$ cat src/rtl/vppm_symbol_demod.sv
// ---------------------------------------------------------------------------
// vppm_symbol_demod
//
// Slices 12-bit photodiode samples against a threshold with hysteresis, locks
// to the VPPM symbol boundary after an idle gap, decides each symbol by
// comparing pulse energy in its two half-periods and assembles a start symbol
// plus 8 data symbols (LSB first) into one byte.
//
// Parameters:
//   SPS   ADC samples per VPPM symbol (even, 4..64)
//   HYST  hysteresis half-width in ADC LSBs
//
// Ports:
//   iCLK     clock shared with the ADC controller (rising edge)
//   iRST     asynchronous active-low reset
//   iSAMPLE  12-bit ADC sample, stable while iDR is high
//   iDR      ADC data-ready level; each 0->1 transition carries one sample
//   iTHRESH  12-bit slicing threshold (quasi-static)
//   oDATA    decoded byte, held until the next oVALID
//   oVALID   one-cycle strobe qualifying oDATA
//   oFERR    one-cycle frame-error strobe
//   oSYNC    high while a frame is being collected
//   oSLICE   current sliced level (debug)
//
// Output handshake: oVALID/oFERR are one-cycle strobes with no back-pressure.
// The consumer must take oDATA on the cycle oVALID is high; oFERR may arrive
// alone (start-symbol error, byte dropped) or together with oVALID (a data
// symbol had equal halves, byte delivered with that bit forced to 0).
// oSYNC together with oSLICE exposes the FSM progress for debug.
// ---------------------------------------------------------------------------
module vppm_symbol_demod #(
  parameter int SPS  = 16,
  parameter int HYST = 64
) (
  input  logic        iCLK,
  input  logic        iRST,
  input  logic [11:0] iSAMPLE,
  input  logic        iDR,
  input  logic [11:0] iTHRESH,
  output logic [7:0]  oDATA,
  output logic        oVALID,
  output logic        oFERR,
  output logic        oSYNC,
  output logic        oSLICE
);

  localparam int CW = $clog2(SPS);
  localparam logic [CW-1:0] HALF     = CW'(SPS / 2);
  localparam logic [CW-1:0] HALF_M1  = CW'(SPS / 2 - 1);
  localparam logic [CW-1:0] LAST     = CW'(SPS - 1);
  localparam logic [CW-1:0] SCNT_ONE = CW'(1);
  localparam logic [CW:0]   CNT_ONE  = (CW + 1)'(1);
  localparam logic [12:0]   HYST13   = 13'(HYST);

  typedef enum logic [1:0] {
    HUNT   = 2'd0,
    ARMED  = 2'd1,
    SYMBOL = 2'd2
  } stateT;

  stateT         state;
  logic          drQ;
  logic          slice;
  logic          sStb;
  logic [CW-1:0] lowRun;
  logic [CW-1:0] sCnt;
  logic [CW:0]   c0;
  logic [CW:0]   c1;
  logic [3:0]    symIdx;
  logic [7:0]    shReg;
  logic          tieErr;

  // Hysteresis window, 13-bit sums clamped into the 12-bit sample range.
  logic [12:0] hiSum;
  logic [12:0] loDiff;
  logic [11:0] hiThr;
  logic [11:0] loThr;
  logic        sampleAcc;

  assign hiSum     = {1'b0, iTHRESH} + HYST13;
  assign loDiff    = {1'b0, iTHRESH} - HYST13;
  assign hiThr     = hiSum[12] ? 12'hFFF : hiSum[11:0];
  assign loThr     = loDiff[12] ? 12'h000 : loDiff[11:0];
  assign sampleAcc = iDR & ~drQ;

  // drQ resets to 1 so a data-ready level already high at reset release is
  // not mistaken for a fresh sample.
  always_ff @(posedge iCLK or negedge iRST) begin
    if (!iRST) begin
      drQ   <= 1'b1;
      slice <= 1'b0;
      sStb  <= 1'b0;
    end else begin
      drQ  <= iDR;
      sStb <= sampleAcc;
      if (sampleAcc) begin
        if (iSAMPLE >= hiThr)
          slice <= 1'b1;
        else if (iSAMPLE < loThr)
          slice <= 1'b0;
      end
    end
  end

  // Half-period energy including the current sample, and the symbol decision
  // taken from it on the last sample of the symbol.
  logic [CW:0] c0Next;
  logic [CW:0] c1Next;
  logic        symBit;
  logic        symTie;
  logic [7:0]  shNext;

  always_comb begin
    c0Next = c0;
    c1Next = c1;
    if (slice) begin
      if (sCnt < HALF)
        c0Next = c0 + CNT_ONE;
      else
        c1Next = c1 + CNT_ONE;
    end
    symBit = (c1Next > c0Next);
    symTie = (c1Next == c0Next);
    shNext = {symBit, shReg[7:1]};
  end

  always_ff @(posedge iCLK or negedge iRST) begin
    if (!iRST) begin
      state  <= HUNT;
      lowRun <= '0;
      sCnt   <= '0;
      c0     <= '0;
      c1     <= '0;
      symIdx <= '0;
      shReg  <= '0;
      tieErr <= 1'b0;
      oDATA  <= '0;
      oVALID <= 1'b0;
      oFERR  <= 1'b0;
    end else begin
      oVALID <= 1'b0;
      oFERR  <= 1'b0;
      if (sStb) begin
        case (state)
          HUNT: begin
            if (slice) begin
              lowRun <= '0;
            end else begin
              if (lowRun != HALF)
                lowRun <= lowRun + SCNT_ONE;
              if (lowRun >= HALF_M1)
                state <= ARMED;
            end
          end
          ARMED: begin
            // First high sample after the idle gap is sample 0 of the start.
            if (slice) begin
              state  <= SYMBOL;
              sCnt   <= SCNT_ONE;
              c0     <= CNT_ONE;
              c1     <= '0;
              symIdx <= '0;
              tieErr <= 1'b0;
            end
          end
          SYMBOL: begin
            if (sCnt == LAST) begin
              sCnt <= '0;
              c0   <= '0;
              c1   <= '0;
              if (symIdx == 4'd0) begin
                // Start symbol must carry its pulse in the first half.
                if (symBit || symTie) begin
                  oFERR  <= 1'b1;
                  state  <= HUNT;
                  lowRun <= '0;
                end else begin
                  symIdx <= 4'd1;
                end
              end else begin
                shReg <= shNext;
                if (symIdx == 4'd8) begin
                  oDATA  <= shNext;
                  oVALID <= 1'b1;
                  oFERR  <= tieErr | symTie;
                  tieErr <= 1'b0;
                  state  <= HUNT;
                  lowRun <= '0;
                end else begin
                  tieErr <= tieErr | symTie;
                  symIdx <= symIdx + 4'd1;
                end
              end
            end else begin
              sCnt <= sCnt + SCNT_ONE;
              c0   <= c0Next;
              c1   <= c1Next;
            end
          end
          default: state <= HUNT;
        endcase
      end
    end
  end

  assign oSYNC  = (state == SYMBOL);
  assign oSLICE = slice;

endmodule

$ cat config.mk
export PLATFORM = sky130hd
export DESIGN_NAME = vppm_symbol_demod
export DESIGN_NICKNAME = d
export VERILOG_FILES = /design/src/rtl/vppm_symbol_demod.sv
export SDC_FILE = /design/constraint.sdc
export NUM_CORES = 1
export LEC_CHECK = 0
export ABC_AREA = 1
export CAP_MARGIN = 0
export CORE_UTILIZATION = 56
export CTS_CLUSTER_DIAMETER = 200
export DETAILED_ROUTE_END_ITERATION = 10
export HOLD_SLACK_MARGIN = 0.02
export PLACE_DENSITY = 0.84
export SYNTH_ARGS = -nofsm -noshare
export SYNTH_HDL_FRONTEND = slang
export SYNTH_SLANG_ARGS = --single-unit
export TNS_END_PERCENT = 30
$ cat constraint.sdc
create_clock -name iCLK -period 2.55 [get_ports iCLK]
set_clock_uncertainty 0.1 [all_clocks]
set_input_delay 0.255 -clock iCLK [delete_from_list [all_inputs] [get_ports iCLK]]
set_output_delay 0.255 -clock iCLK [all_outputs]
set_load 0.05 [all_outputs]
After elaboration in Yosys (flattened, before gate mapping)
Cells that the tools add are included.
{"block": "totals", "reg_bits": 46, "input_bits": 27, "output_inout_bits": 12}
{"block": "op_classes", "addsub": 7, "magnitude_cmp": 5, "n_eq_ne": 16, "mux": 54, "bitwise_logic": 4, "n_reduce_logical": 14}
{"operator": "$mux 4", "count": 13}
{"operator": "$mux 5", "count": 8}
{"operator": "$mux 12", "count": 2}
{"operator": "$pmux 4 s2", "count": 3}
{"operator": "$pmux 5 s2", "count": 2}
{"operator": "$mux 1", "count": 17}
{"operator": "$mux 2", "count": 7}
{"operator": "$add 12x7->13 const B", "count": 1}
{"operator": "$sub 12x7->13 const B", "count": 1}
{"operator": "$add 4x1->4 const B", "count": 3}
{"operator": "$ge 12x12->1", "count": 1}
{"operator": "$lt 12x12->1", "count": 1}
{"operator": "$reduce_and 6->1", "count": 2}
{"operator": "$add 5x1->5 const B", "count": 2}
{"operator": "$reduce_and 5->1", "count": 2}
{"operator": "$ne 3x3->1 const B", "count": 3}
{"operator": "$eq 4x4->1 const B", "count": 2}
{"operator": "$ne 2x2->1 const B", "count": 4}
{"operator": "$reduce_and 7->1", "count": 1}
{"operator": "$pmux 2 s3", "count": 1}
{"operator": "$reduce_bool 2->1", "count": 3}
{"operator": "$eq 5x5->1", "count": 1}
{"operator": "$gt 5x5->1", "count": 1}
{"operator": "$ge 4x3->1 const B", "count": 1}
{"operator": "17 further kinds", "count": 18}

Longest topological paths before layout
Gate-level depths: netlist of run 1.
{"block": "logic_depth", "depth_word": 10, "ltp_mapped": 17}

Worst setup path before layout of run 1
No wires, ideal clock.
{"block": "synth_path", "path_kind": "register to register", "start": "register slice, in the netlist oSLICE", "end": "register lowRun[0]", "setup_ns": 0.065, "t_arrival_ns": 2.589, "t_required_ns": 2.385, "path_slack_ns": -0.204, "path_stages_with_launch": 17, "synth_period_minus_slack_ns": 2.754, "cell_sequence": "dfrtp_1 > buf_2 > inv_1 > nor2_2 > nand2_1 > nor3_1 > xor2_1 > ha_1 > nand2_1 > nor2_1 > nand2_1 > nand4_1 > or2_1 > buf_2 > nand2_2 > nand2_1 > nand2_1"}
{"block": "synth_between", "elab_chain_len": 5, "elab_cells_between_ends": 10, "classes_between": "order compare (1); eq/ne (3); mux (4); reduce/logical (2)"}
{"element": "from (decl)", "line_no": "63", "text": "logic slice;"}
{"element": "from (signal assigned)", "line_no": "91", "text": "slice <= 1'b0;"}
{"element": "from (signal assigned)", "line_no": "98", "text": "slice <= 1'b1;"}
{"element": "from (signal assigned)", "line_no": "100", "text": "slice <= 1'b0;"}
{"element": "$mux 5", "line_no": "116", "text": "if (slice) begin"}
{"element": "$gt 5x5->1 or $eq 5x5->1 (tied branches)", "line_no": "122, 123"}
{"element": "$logic_or 1x1->1", "line_no": "173", "text": "if (symBit || symTie) begin"}
{"element": "$ne 3x2->1 (no line)"}
{"element": "$reduce_and 6->1 (no line)"}
{"element": "to (signal assigned)", "line_no": "150", "text": "lowRun <= lowRun + SCNT_ONE;"}
{"element": "to (decl)", "line_no": "65", "text": "logic [CW-1:0] lowRun;"}
Parallel ways exist; a longest one is shown, timed or not.
A chain may end at the register's enable or synchronous reset.

Worst setup path in the final report of run 1
{"block": "layout_path", "start": "register slice, in the netlist oSLICE", "end": "register state[0]"}
{"block": "layout_between", "elab_chain_len": 5, "elab_cells_between_ends": 9, "classes_between": "order compare (1); eq/ne (4); mux (2); reduce/logical (2)"}
{"element": "$mux 5", "line_no": "116"}
{"element": "$gt 5x5->1 or $eq 5x5->1 (tied branches)", "line_no": "122, 123"}
{"element": "$logic_or 1x1->1", "line_no": "173"}
{"element": "$ne 3x2->1 (no line)"}
{"element": "$reduce_and 7->1 (no line) *"}
{"element": "to (signal assigned)", "line_no": "129", "text": "state <= HUNT;"}
{"element": "to (signal assigned)", "line_no": "175", "text": "state <= HUNT;"}
{"element": "to (signal assigned)", "line_no": "187", "text": "state <= HUNT;"}
{"element": "to (decl)", "line_no": "61", "text": "stateT state;"}
Every way passes the cells marked *; elsewhere a longest branch is shown, timed or not.

==> results of run 1 <==
-- metrics by stage --
stage	hold WS [ns]	util
after floorplan	-0.1406	-
after global placement	0.2135	0.6848
after detailed placement	0.2099	0.6848
after CTS	0.2849	0.7042
after global routing	0.2815	0.7348
final	0.2819	0.7348
-- layer usage --
metal	track usage	vias up
met2	0.4549	68
met4	0.07547	0
li1	-	1501
met1	0.2987	1373
met3	0.03529	15
met5	0	-
-- sequential cells by signal, indices dropped and copies added (netlist names), 2 cells and up --
name    flops
state       2
c0          5
sCnt        4
lowRun      4
oDATA       8
symIdx      4
c1          5
shReg       7
-- layout make-up --
class	count	area, µm²	share of cell area
Clock buffer	5	68.82	0.01701
Clock inverter	3	25.02	0.006184
Inverter	66	247.7	0.06122
Multi-Input combinational cell	305	1928	0.4765
Sequential cell	45	1129	0.2789
Tap cell	72	90.09	0.02226
Timing Repair Buffer	62	558.0	0.1379
-- worst reg2reg max path, delay by kind of cell (launching register included) --
| family | cells | cell delay, ns |
|---|---|---|
| simple gates | 11 | 1.43 |
| fa+ha+maj | 1 | 0.31 |
| xor+xnor | 1 | 0.23 |
| flops | 1 | 0.41 |
| buf+inv | 1 | 0.07 |
-- power by group through the flow --
stage	sequential, W	combinational [W]	clock [W]
2_1_floorplan	0.000908	0.000649	0
3_3_place_gp	0.000913	0.000899	0
3_5_place_dp	0.000917	0.000931	0
4_1_cts	0.000907	0.000950	0.000475
5_1_grt	0.000929	0.00122	0.000505
6_report	0.000918	0.00110	0.000474
-- final timing paths --
path / endpoint / depth (start not counted)
max: state[0] / 14
min: drQ / 1
max reg2reg: state[0] / 14
min reg2reg: lowRun[3] / 2
max in group asynchronous: oDATA[2] / 3
min in group asynchronous: symIdx[3] / 2
-- kinds of logic (layout without fill, tap and decap cells) --
logic type | Yosys count | count (layout) | synth area share
simple gates | 193 | 193 | 0.2741
xor+xnor | 9 | 9 | 0.02450
compound gates | 66 | 66 | 0.1182
buf+inv | 74 | 136 | 0.08903
flops | 45 | 45 | 0.3503
fa+ha+maj | 37 | 37 | 0.1439
-- cells in the mapped netlist, drive strengths merged --
library cell	count	area share
o21a	3	0.0070
clkbuf	3	0.0035
nand3b	1	0.0023
inv	66	0.077
xor2	9	0.024
a21oi	17	0.026
nand3	27	0.042
nand2	104	0.13
a22oi	1	0.0023
or2	3	0.0058
nor2	38	0.054
dfstp	1	0.0082
o21bai	1	0.0023
nand4	4	0.0078
a22o	1	0.0027
nor4	2	0.0039
nor3	13	0.029
o21ai	30	0.051
a31oi	3	0.0058
buf	5	0.0086
o31ai	1	0.0023
nor3b	1	0.0039
ha	37	0.14
dfrtp	44	0.34
a21o	1	0.0023
o22ai	8	0.016
-- what timing repair did --
item,CTS,global route
gates resized for setup,1,28
pin swaps,0,17
endpoints found under the hold margin,26,0
cloned,0,0
setup buffers,0,7
hold buffers,1,0
endpoints found under the setup margin,6,14
==> impl_metrics.py, run 1 <==
metrics = {
    "worst_setup_path": {
        "ff2ff_setup_slack_ns": -0.05,
        "regToRegStartpoint": "oSLICE",
        "path_class": "reg -> reg",
        "cp-start-kind": "register",
        "crit_slowest_cell": "dfrtp_2",
        "required_ns": 2.70,
        "crit_buf_inv": 1,
        "max_stage_delay_ns": 0.41,
        "cp_common_cell": "nand2_1",
        "critPathMaxFanout": 8,
        "cp_top_family": "simple AND/OR/NAND/NOR gates",
        "cp-end-kind": "register",
        "arrival_ns": 2.75,
        "cp-startpoint": "oSLICE",
        "worstPathCellList": "inv_2 > nor2_4 > nand2_4 > nor3_4 > xor2_1 > ha_1 > nand2_2 > nor2_2 > nand2_1 > nand4_1 > or2_4 > nand2_2 > nand2_1 > nand2_1",
    },
    "place": {
        "dp_cells": 542,
        "globalplace.congestion": 0.8644,
        "port_buffers": 38,
        "hpwl_um": 5236,
        "place_area_um2": 3771,
        "place_ws_ns": -0.1330,
    },
    "drt": {
        "wl_met1_um": 3098,
        "drt-vias-per-instance": 5.299,
        "dr_wl_met3_um": 239,
        "drc": 0,
        "maxUsedRoutingLayer": "met4",
        "drtPass1Iterations": 6,
        "avgRoutedWirePerCell_um": 13.11,
        "route.antenna.remaining_nets": 0,
        "drt_iter0_markers": 128,
        "routed_wl_um": 7315,
        "vias": 2957,
        "route.met2.wl_um": 3802,
    },
    "timing": {
        "layout_min_cycle_time_ns": 2.601,
        "timing.final.ws_setup_ns": -0.05126,
        "finalSetupViolCount": 6,
        "relSlewSlack": 0.5769,
        "max_freq_mhz": 384.4,
        "tns_ns": -0.2401,
        "slew_viol_final": 0,
        "worst_pin_slew_ns": 0.6347,
        "finalHoldViolCount": 0,
        "grt_setup_unrepaired": "yes",
        "post-route-period-util": 1.020,
    },
    "grt": {
        "antenna_found_initial": 0,
        "track_usage": 0.2485,
        "grt_pass1_wl_um": 12050,
        "grt_pass1_vias": 2773,
        "overflow": 0,
        "grt_max_degree": 30,
    },
    "final_layout": {
        "fill_cells": 410,
        "drive_above_1_share": 0.1646,
        "layout_common_cells": "nand2_1 (90), inv_1 (61), dfrtp_1 (43), ha_1 (37), clkdlybuf4s50_1 (37)",
        "nets": 549,
        "final_area_um2": 4046,
        "fin_cells": 558,
        "mostFrequentLayoutCell": "nand2_1",
        "diodes": 0,
        "syn_to_final_growth_pct": 25.74,
    },
    "floorplanning": {
        "dieArea_um2": 6054,
        "chipHeight_um": 77.81,
        "ios": 39,
        "design.core.area_um2": 5507,
        "initial_core_util": 0.5844,
        "row_count": 27,
        "die_x_um": 77.81,
    },
    "logic_synthesis": {
        "syn_inst": 424,
        "ys_types": 37,
        "synth_area_um2": 3218,
        "syn-num-nets": 488,
        "yosys_warnings": 0,
        "avgSynthCellArea_um2": 7.590,
        "ys_seq_area_frac": 0.3503,
        "synth_seq_cells": 45,
    },
    "power": {
        "p_clk_frac": 0.190,
        "intPower_w": 0.001434,
        "leakagePower_nw": 2.023,
        "swShare": 0.4245,
        "ir_worst_vdd_mv": 0.3296,
        "power.total_w": 0.002491,
        "p_seq_frac": 0.369,
        "p_per_area_nw_per_um2": 615.7,
        "p_comb_frac": 0.441,
        "power_switching_w": 0.001058,
    },
    "cts": {
        "cts_sinks": 45,
        "cts_tree": "built",
        "cts_buffers": 5,
        "clock_path_buffers": 2,
        "htreeDepth": 2,
        "cts_root_buf": "clkbuf_8",
        "clk_pin_slew_ns": 0.10,
        "clock_latency_ns": 0.32,
    },
    "hold_path": {
        "min_path_type": "in -> reg",
        "worstHoldStart": "iDR",
    },
    "outcome": {
        "violations": "negative setup slack",
        "outcome": "finished with violations",
    },
    "job": {
        "cap_violations": 0,
    },
}
Note: power is estimated with default switching activity, not from simulation.
==> run 2: changes to the inputs <==
--- a/config.mk
+++ b/config.mk
@@ -5,13 +5,13 @@
 export SDC_FILE = /design/constraint.sdc
 export NUM_CORES = 1
 export LEC_CHECK = 0
-export ABC_AREA = 1
 export CAP_MARGIN = 0
-export CORE_UTILIZATION = 56
+export CORE_UTILIZATION = 58
+export CTS_BUF_LIST = sky130_fd_sc_hd__clkbuf_4 sky130_fd_sc_hd__clkbuf_8
 export CTS_CLUSTER_DIAMETER = 200
 export DETAILED_ROUTE_END_ITERATION = 10
 export HOLD_SLACK_MARGIN = 0.02
-export PLACE_DENSITY = 0.84
+export PLACE_DENSITY = 0.87
 export SYNTH_ARGS = -nofsm -noshare
 export SYNTH_HDL_FRONTEND = slang
 export SYNTH_SLANG_ARGS = --single-unit
==> run 2 against run 1 <==
Net effect: the run now ends clean; power down 1.8%; critical path depth down 5; synthesized cell count down 24%; final area down 4.6%; sequential power up 3.2%; utilization up 2.1 points; final cell count down 18%.
==> impl_metrics.py, run 2 <==
metrics = {
    "timing": {
        "max_freq_mhz": 400.4,
        "slew_viol_final": 0,
        "tns_ns": 0,
        "post-route-period-util": 0.9794,
        "worst_pin_slew_ns": 0.5365,
        "relSlewSlack": 0.6412,
        "finalSetupViolCount": 0,
        "layout_min_cycle_time_ns": 2.498,
        "finalHoldViolCount": 0,
    },
    "worst_setup_path": {
        "crit_slowest_cell": "dfrtp_2",
        "critPathMaxFanout": 6,
        "cp-start-kind": "register",
        "path_class": "reg -> reg",
        "crit_buf_inv": 0,
        "worstPathCellList": "nor2b_4 > nand4_1 > xor2_1 > ha_1 > nand4_1 > a21oi_2 > nor3_2 > nand2b_4 > a22o_1",
        "cp_common_cell": "nand4_1",
        "required_ns": 2.65,
        "cp_top_family": "simple AND/OR/NAND/NOR gates",
        "cp-end-kind": "register",
        "arrival_ns": 2.60,
        "max_stage_delay_ns": 0.43,
    },
    "final_layout": {
        "largest_reg_flops": 8,
        "nets": 449,
        "layout_common_cells": "dfrtp_1 (42), ha_1 (36), nand2_1 (33), clkdlybuf4s50_1 (33), buf_4 (25)",
        "fin_cells": 456,
        "largestRegisters": "oDATA x8, shReg x7",
        "mostFrequentLayoutCell": "dfrtp_1",
        "regMostFlops": "oDATA",
        "diodes": 0,
        "syn_to_final_growth_pct": 25.67,
        "drive_above_1_share": 0.1943,
    },
    "power": {
        "p_per_area_nw_per_um2": 634.1,
        "ir_worst_vdd_mv": 0.3871,
        "leakagePower_nw": 1.815,
    },
    "cts": {
        "clk_pin_slew_ns": 0.09,
        "clock_latency_ns": 0.30,
        "htreeDepth": 2,
        "cts_root_buf": "clkbuf_8",
        "clock_path_buffers": 2,
        "cts_buffers": 5,
        "cts_sinks": 45,
        "cts_tree": "built",
    },
    "drt": {
        "avgRoutedWirePerCell_um": 15.83,
        "drc": 0,
        "drt-vias-per-instance": 6.057,
        "drtPass1Iterations": 5,
        "drt_iter0_markers": 222,
        "vias": 2762,
        "route.antenna.remaining_nets": 0,
        "routed_wl_um": 7218,
    },
    "floorplanning": {
        "ios": 39,
        "design.core.area_um2": 5107,
        "chipHeight_um": 74.76,
        "dieArea_um2": 5589,
        "die_x_um": 74.76,
        "initial_core_util": 0.6012,
        "row_count": 26,
    },
    "place": {
        "dp_cells": 445,
        "hpwl_um": 5458,
        "port_buffers": 38,
        "globalplace.congestion": 0.8851,
    },
    "logic_synthesis": {
        "synth_area_um2": 3070,
        "yosysTopAreaCell": "dfrtp_1",
        "ys_seq_area_frac": 0.3672,
        "synth_seq_cells": 45,
        "synth.area.top_cells": "dfrtp_1 (36%), ha_1 (15%), mux2_2 (6.2%)",
        "avgSynthCellArea_um2": 9.477,
        "ys_types": 53,
        "syn_inst": 324,
        "synth_most_common_cell": "dfrtp_1",
        "syn-num-nets": 388,
        "synth_edf_count": 0,
        "ys_async_sr_fraction": 1.000,
        "synth_commonest_cells": "dfrtp_1 (44), ha_1 (37), nand2_1 (34)",
        "synth_top_area_frac": 0.3586,
        "ys.flop_type": "dfrtp_1",
        "yosys_warnings": 0,
    },
    "job": {
        "cap_violations": 0,
    },
    "grt": {
        "grt_pass1_vias": 2853,
        "overflow": 0,
        "track_usage": 0.2811,
        "grt_max_degree": 24,
        "grt_pass1_wl_um": 11990,
        "antenna_found_initial": 0,
    },
    "outcome": {
        "outcome": "finished, final reports clean",
    },
    "hold_path": {
        "min_path_type": "in -> reg",
    },
}
==> run 2: changes by cell type in the layout (fill, tap and decap cells not counted), moves of 5 or more <==
cell / previous run / this run
mux2_2: 0 / 17
o21ai_1: 6 / 1
inv_1: 61 / 9
nor2b_1: 0 / 5
nor2_1: 31 / 24
and3_1: 0 / 8
nand2_2: 10 / 1
nand2b_1: 0 / 6
o22ai_1: 8 / 0
nand3_1: 25 / 10
nand2_1: 90 / 33
==> run 2: worst reg2reg max path, cell delays in order (launching register included) <==
cell	delay, ns
dfrtp_2	0.43
nor2b_4	0.21
nand4_1	0.18
xor2_1	0.22
ha_1	0.31
nand4_1	0.21
a21oi_2	0.24
nor3_2	0.09
nand2b_4	0.17
a22o_1	0.22
==> run 2: repair_timing <==
| item | CTS | global route |
|---|---|---|
| hold endpoints to repair | 21 | 0 |
| setup buffers | 1 | 0 |
| pin swaps | 6 | 9 |
| resized for setup | 10 | 11 |
| gates cloned | 1 | 0 |
| setup endpoints to repair | 6 | 10 |
| hold buffers | 1 | 0 |
==> run 2: metrics by stage <==
stage | instance area (µm²) | utilization | worst slack, ns | hold slack (ns) | total power [W]
6_report | 3859 | 0.7555 | 0.05249 | 0.3079 | 0.002447
5_1_grt | 3859 | 0.7555 | -0.05597 | 0.3177 | 0.002621
3_5_place_dp | 3666 | 0.7178 | -0.6442 | 0.1615 | 0.001916
2_1_floorplan | 3099 | - | -0.02805 | -0.1406 | 0.001608
4_1_cts | 3811 | 0.7462 | 0.01555 | 0.3068 | 0.002406
3_3_place_gp | 3666 | 0.7178 | -0.5190 | 0.1556 | 0.001857
==> run 2: final timing paths <==
check,from,end,slack [ns],cells past startpoint
max in group asynchronous,iRST,c0[1],1.31,3
min in group asynchronous,iRST,symIdx[2],0.35,2
hold / removal,iDR,drQ,0.31,1
hold reg to reg,oDATA[4],oDATA[4],0.42,1
setup / recovery,oSLICE,lowRun[0],0.05,9
setup reg to reg,oSLICE,lowRun[0],0.05,9
==> run 2: logic make-up (layout without fill, tap and decap cells) <==
group / after synthesis / count (layout) / share of synthesized area
adder cells (fa/ha/maj): 37 / 37 / 0.1508
XOR/XNOR: 11 / 11 / 0.03138
multiplexers: 20 / 20 / 0.07213
AND/OR/NAND/NOR: 113 / 114 / 0.1846
AO/OA/AOI/OAI: 76 / 76 / 0.1606
buffers and inverters: 22 / 83 / 0.03342
flip-flops: 45 / 45 / 0.3672
==> run 2: final cells by class <==
type,count,area (µm²)
Multi-Input combinational cell,258,1931
Tap cell,70,87.58
Fill cell,356,1249
Inverter,11,41.29
Timing Repair Buffer,64,573.1
Clock inverter,2,13.76
Sequential cell,45,1130
Clock buffer,6,82.58
==> run 2: routing by layer <==
layer	share of wire	wire length, µm	track usage	vias up
met5	0	0	0	-
met4	0.032	228	0.1530	0
met3	0.043	307	0.04418	25
met2	0.53	3801	0.5085	95
met1	0.40	2881	0.3159	1341
li1	-	-	-	1301
==> run 2: where the power goes <==
part	switching [W]	internal (W)	total, W
Clock	0.000246	0.000220	0.000465
Combinational	0.000575	0.000459	0.00103
Sequential	0.000133	0.000814	0.000947
Total	0.000954	0.00149	0.00245
